<file path="src/rtl/dcache_refill_unit_pkg.sv">
// Shared sizes and FSM encoding for the L1 data cache refill unit.
// The critical-word-first option (DCACHE_REFILL_CWF_EN) is selected in the top module.
package dcache_refill_unit_pkg;

  localparam int DCACHE_ADDR_W           = 32;
  localparam int DCACHE_BLOCK_BITS       = 1024;
  localparam int DCACHE_BEAT_BITS        = 128;
  localparam int DCACHE_BEATS            = DCACHE_BLOCK_BITS / DCACHE_BEAT_BITS;
  localparam int DCACHE_OFFSET_BITS      = 7;
  localparam int DCACHE_BEAT_OFFSET_BITS = 4;
  localparam int DCACHE_BEAT_IDX_BITS    = $clog2(DCACHE_BEATS);
  localparam int DCACHE_MASK_BITS        = DCACHE_BLOCK_BITS / 8;

  typedef enum logic [1:0] {
    IDLE    = 2'd0,
    REQ     = 2'd1,
    FILL    = 2'd2,
    RESOLVE = 2'd3
  } refill_state_t;

endpackage

</file>
<file path="src/rtl/dcache_refill_unit_line_buffer.sv">
// Block assembly buffer for the refill unit: one 128-bit slot per beat, written by
// slot index, cleared by the asynchronous active-low reset.
module refill_line_buffer
  import dcache_refill_unit_pkg::*;
(
  input  logic                            clk,
  input  logic                            rst,
  input  logic                            i_we,
  input  logic [DCACHE_BEAT_IDX_BITS-1:0] i_idx,
  input  logic [DCACHE_BEAT_BITS-1:0]     i_data,
  output logic [DCACHE_BLOCK_BITS-1:0]    o_block
);

  genvar gi;
  generate
    for (gi = 0; gi < DCACHE_BEATS; gi++) begin : g_slot
      logic [DCACHE_BEAT_BITS-1:0] r_slot;

      always_ff @(posedge clk or negedge rst) begin
        if (!rst) begin
          r_slot <= '0;
        end else if (i_we && (i_idx == DCACHE_BEAT_IDX_BITS'(gi))) begin
          r_slot <= i_data;
        end
      end

      assign o_block[gi*DCACHE_BEAT_BITS +: DCACHE_BEAT_BITS] = r_slot;
    end
  endgenerate

endmodule

</file>
<file path="src/rtl/dcache_refill_unit.sv">
// L1 data cache miss-repair engine: accepts one read/write miss at a time, fetches the
// block in 128-bit beats and returns it. Define DCACHE_REFILL_CWF_EN for critical word first.
module dcache_refill_unit
  import dcache_refill_unit_pkg::*;
(
  input  logic                         clk,
  input  logic                         rst,
  input  logic                         read_repair_request,
  input  logic [DCACHE_ADDR_W-1:0]     missed_raddr,
  output logic                         read_repair_req_acq,
  input  logic                         write_repair_request,
  input  logic [DCACHE_ADDR_W-1:0]     missed_waddr,
  output logic                         write_repair_req_acq,
  output logic                         repair_resolved,
  output logic [DCACHE_ADDR_W-1:0]     fill_addr,
  output logic [DCACHE_BLOCK_BITS-1:0] fill_data,
  output logic [DCACHE_MASK_BITS-1:0]  fill_wmask,
  output logic                         mem_req_valid,
  input  logic                         mem_req_ready,
  output logic [DCACHE_ADDR_W-1:0]     mem_req_addr,
  input  logic                         mem_rsp_valid,
  input  logic [DCACHE_BEAT_BITS-1:0]  mem_rsp_data
);

  refill_state_t                   r_state;
  logic [DCACHE_ADDR_W-1:0]        r_addr;
  logic [DCACHE_ADDR_W-1:0]        r_mem_req_addr;
  logic [DCACHE_BEAT_IDX_BITS-1:0] r_idx;
  logic [DCACHE_BEAT_IDX_BITS-1:0] r_cnt;
  logic                            r_read_acq;
  logic                            r_write_acq;
  logic                            r_resolved;
  logic                            r_mem_req_valid;

  logic [DCACHE_ADDR_W-1:0]        w_sel_addr;
  logic [DCACHE_ADDR_W-1:0]        w_mem_addr;
  logic [DCACHE_BEAT_IDX_BITS-1:0] w_start_beat;
  logic [DCACHE_BLOCK_BITS-1:0]    w_block;
  logic                            w_beat_we;
  logic                            w_unused_offset;

  // Read wins when both misses are presented in the same IDLE cycle.
  assign w_sel_addr = read_repair_request ? missed_raddr : missed_waddr;

`ifdef DCACHE_REFILL_CWF_EN
  assign w_mem_addr   = {w_sel_addr[DCACHE_ADDR_W-1:DCACHE_BEAT_OFFSET_BITS],
                         {DCACHE_BEAT_OFFSET_BITS{1'b0}}};
  assign w_start_beat = r_addr[DCACHE_OFFSET_BITS-1:DCACHE_BEAT_OFFSET_BITS];
`else
  assign w_mem_addr   = {w_sel_addr[DCACHE_ADDR_W-1:DCACHE_OFFSET_BITS],
                         {DCACHE_OFFSET_BITS{1'b0}}};
  assign w_start_beat = '0;
`endif

  assign w_unused_offset = ^r_addr[DCACHE_OFFSET_BITS-1:0];
  assign w_beat_we       = (r_state == FILL) && mem_rsp_valid;

  always_ff @(posedge clk or negedge rst) begin
    if (!rst) begin
      r_state         <= IDLE;
      r_addr          <= '0;
      r_mem_req_addr  <= '0;
      r_idx           <= '0;
      r_cnt           <= '0;
      r_read_acq      <= 1'b0;
      r_write_acq     <= 1'b0;
      r_resolved      <= 1'b0;
      r_mem_req_valid <= 1'b0;
    end else begin
      r_read_acq  <= 1'b0;
      r_write_acq <= 1'b0;
      r_resolved  <= 1'b0;
      case (r_state)
        IDLE: begin
          if (read_repair_request || write_repair_request) begin
            r_addr          <= w_sel_addr;
            r_mem_req_addr  <= w_mem_addr;
            r_mem_req_valid <= 1'b1;
            r_read_acq      <= read_repair_request;
            r_write_acq     <= ~read_repair_request;
            r_state         <= REQ;
          end
        end
        REQ: begin
          if (r_mem_req_valid && mem_req_ready) begin
            r_mem_req_valid <= 1'b0;
            r_idx           <= w_start_beat;
            r_cnt           <= '0;
            r_state         <= FILL;
          end
        end
        FILL: begin
          // Slot index wraps so a critical-word-first burst lands in natural order.
          if (mem_rsp_valid) begin
            r_idx <= r_idx + 1'b1;
            r_cnt <= r_cnt + 1'b1;
            if (r_cnt == DCACHE_BEAT_IDX_BITS'(DCACHE_BEATS - 1)) begin
              r_resolved <= 1'b1;
              r_state    <= RESOLVE;
            end
          end
        end
        RESOLVE: begin
          r_state <= IDLE;
        end
        default: begin
          r_state <= IDLE;
        end
      endcase
    end
  end

  refill_line_buffer u_line_buffer (
    .clk     (clk),
    .rst     (rst),
    .i_we    (w_beat_we),
    .i_idx   (r_idx),
    .i_data  (mem_rsp_data),
    .o_block (w_block)
  );

  assign read_repair_req_acq  = r_read_acq;
  assign write_repair_req_acq = r_write_acq;
  assign repair_resolved      = r_resolved;
  assign mem_req_valid        = r_mem_req_valid;
  assign mem_req_addr         = r_mem_req_addr;
  assign fill_addr            = r_resolved
                              ? {r_addr[DCACHE_ADDR_W-1:DCACHE_OFFSET_BITS], {DCACHE_OFFSET_BITS{1'b0}}}
                              : '0;
  assign fill_data            = r_resolved ? w_block : '0;
  assign fill_wmask           = {DCACHE_MASK_BITS{r_resolved}};

endmodule

</file>
<file path="config.mk">
export PLATFORM = sky130hd
export DESIGN_NAME = dcache_refill_unit
export DESIGN_NICKNAME = d
export VERILOG_FILES = /design/src/rtl/dcache_refill_unit_pkg.sv /design/src/rtl/dcache_refill_unit_line_buffer.sv /design/src/rtl/dcache_refill_unit.sv
export SDC_FILE = /design/constraint.sdc
export NUM_CORES = 2
export LEC_CHECK = 0
export ABC_AREA = 1
export BUFFER_PORTS_ARGS = -buffer_cell sky130_fd_sc_hd__buf_2
export CAP_MARGIN = 0
export CORE_AREA = 2 2 551 553
export DETAILED_ROUTE_END_ITERATION = 10
export DIE_AREA = 0 0 553 555
export GPL_TIMING_DRIVEN = 0
export PLACE_DENSITY = 0.39
export SYNTH_ARGS = -nofsm -noshare
export SYNTH_HDL_FRONTEND = slang
export SYNTH_HIERARCHICAL = 1
export SYNTH_SLANG_ARGS = --single-unit
</file>
<file path="constraint.sdc">
create_clock -name clk -period 4.4 [get_ports clk]
set_clock_uncertainty 0.1 [all_clocks]
set_input_delay 1.32 -clock clk [delete_from_list [all_inputs] [get_ports clk]]
set_output_delay 1.32 -clock clk [all_outputs]
set_load 0.02 [all_outputs]
</file>
==> metrics.txt <==
clock power share 0.381; share of cells above drive strength 1 0.251; routed wl met3 25.9 mm; largest net degree at the start of global routing 153; TritonCTS clock tree built; DR vias 50926; utilization after layout 0.227; GPL Wtd Cong 0.879; clock slew at reported path FFs 60 ps; part of the power in registers 0.428; I/O Buffers 1260; number of flops mapped to enable cells by yosys 0; clk sinks 1061; required time of the worst setup path 2980 ps; most instantiated library cell after synthesis nand2_1; wire length on met2 139 mm; met1 WL 127 mm; final wirelength 303 mm; area of the mapped netlist 51700 um2; Setup Crit Path Kind flip-flop to output pin; Die Area 307000 um2; CTS H-tree depth 4; post-DP HPWL 229 mm; worst skew pair latency 800 ps; Core ar. 301000 um2; Sw Share 0.342; DR top layer met5; I/O Pins 1418; Die Wd 553 um; crit path DAT 2830 ps; Syn. warnings 6; Min Hold Slack 369 ps; CP Max Fanout 68; Final Worst Setup Slack 148 ps; Tot Pwr 31.2 mW; initial DRC count 4117; power share of the combinational group 0.191; initial core utilization 0.172; WL per Instance 23.9 um; Worst setup EP type output pin; Least-Margin Pin Slew 1450 ps; pre-CTS setup slack -51.1 ps; drc violations 0; largest vdd supply drop 256 uV; Overflow after GRT 0; fin crit period 4250 ps; vias in the first global route 50008; Detail Route Antenna Nets 0; Synth area leaders dfrtp_1 51%, nand2_1 27%, inv_1 7.9%; post-route clock period utilization 0.966; total CTS buffers 142; cell area after placement 63300 um2; first-pass GRT wire length 411 mm; max frequency 0.235 GHz; first-pass detailed-route iteration total 7; Global Route Usage Sum 0.191; top cell type's share of synthesized area 0.514; setup violators final 0; Non-Filler Instances 12654; worst hold path class flip-flop to flip-flop; Slew HR 0.0365; CTS Buffer Depth 4; sequential element share of the synthesized area 0.514; Slew Viols, Final 0; cell leakage power 46.9 nW; Startpoint Class flip-flop; Pwr per Cell Area 457 nW/um2; placed cells 12382; Synth async-reset ratio 1.00; Sw Pwr 10.7 mW; Die Ht 555 um; initial antenna violation count 53; top_reg_cell synth dfrtp_1; Area growth, synth to finish 32.2%; most common library cells after synthesis 3671 x nand2_1, 1088 x inv_1, 1061 x dfrtp_1; row count 202; leading area contributor after synthesis dfrtp_1; P_int 20.5 mW; Netlist cell types 22; # nets final 8757; clk root buf clkbuf_16; Setup TNS 0 ps; Final Hold Viols 0; max cap viols 0; Yosys reg bits 1061; final instance area 68300 um2; status complete, no violations; vias per std cell 4.02; Mapped Avg Cell Area 7.26 um2; Post-Syn Instances 7121
==> path summary, 6_finish.rpt <==
kind,start,end,slack (ps),depth (start not counted)
max in group asynchronous,rst,u_line_buffer/g_slot[5].r_slot[85],810,5
max,repair_resolved,fill_data[974],150,6
min reg2reg,u_line_buffer/g_slot[1].r_slot[108],u_line_buffer/g_slot[1].r_slot[108],370,2
max reg2reg,r_state[0],u_line_buffer/g_slot[7].r_slot[61],940,10
min in group asynchronous,rst,r_addr[7],390,1
min,u_line_buffer/g_slot[1].r_slot[108],u_line_buffer/g_slot[1].r_slot[108],370,2
==> final cells by class <==
type | instances | area, um2
sequential | 1061 | 26600
antenna | 26 | 65.1
clock inverter | 38 | 494
timing repair buffer | 1276 | 6690
tap | 3978 | 4980
clock buffer | 203 | 4150
buffer | 677 | 4300
inverter | 1088 | 4080
fill | 34241 | 233000
multi-input combinational | 4307 | 17000
==> layer usage <==
layer  track usage  vias to the layer above
met5             0                        -
met4        0.0613                       20
met3        0.0519                      357
met2         0.310                     2298
met1         0.244                    24901
li1              -                    23350
==> kinds of logic after synthesis <==
logic type	share of synthesized area
and+or+nand+nor	0.320
AOI/OAI and AO/OA	0.00596
adders and majority gates	0.00145
DFF	0.514
other	0.0000726
buffers and inverters	0.159
==> cell usage in the layout, fill, tap and decap left out, types with 7 or more instances in the layout <==
cell and instances:
o21ai_0 31, clkinv_2 13, nand3_1 514, buf_6 16
clkinvlp_4 7, diode_2 26, bufinv_16 8, inv_1 1087
buf_16 15, buf_2 1610, a21oi_1 26, clkbuf_16 145
clkbuf_2 27, nor2_1 32, nand2_1 3669, conb_1 14
buf_4 266, clkbuf_1 39, dfrtp_1 1060, clkbuf_8 30
==> state kept, by name (all words and copies together) (netlist names) <==
name / count
u_line_buffer/g_slot.r_slot: 1024
repair_resolved: 1
r_idx: 3
read_repair_req_acq: 1
r_addr: 25
r_state: 2
write_repair_req_acq: 1
r_cnt: 3
mem_req_valid: 1
==> power groups by stage <==
stage                     sequential, mW  combinational [mW]  clock, mW
after detailed placement            13.5                6.02          0
after global routing                13.6                6.65       12.6
after CTS                           13.3                6.04       12.2
after floorplan                     13.0                3.45          0
final                               13.3                5.95       11.9
after global placement              13.5                5.86          0
==> critical path: stages, from the launching register on <==
cell and delay (ps):
dfrtp_4 430, buf_16 220, buf_4 430, buf_2 460, nand2_1 160, inv_1 80, buf_2 160
==> timing repair <==
action / 4_1_cts / 5_1_grt
hold buffers: 0 / 0
resized for setup: 49 / 0
setup endpoints to repair: 1017 / 0
buffers inserted: 5 / 0
No activity file was read; power rests on OpenSTA's default activity.
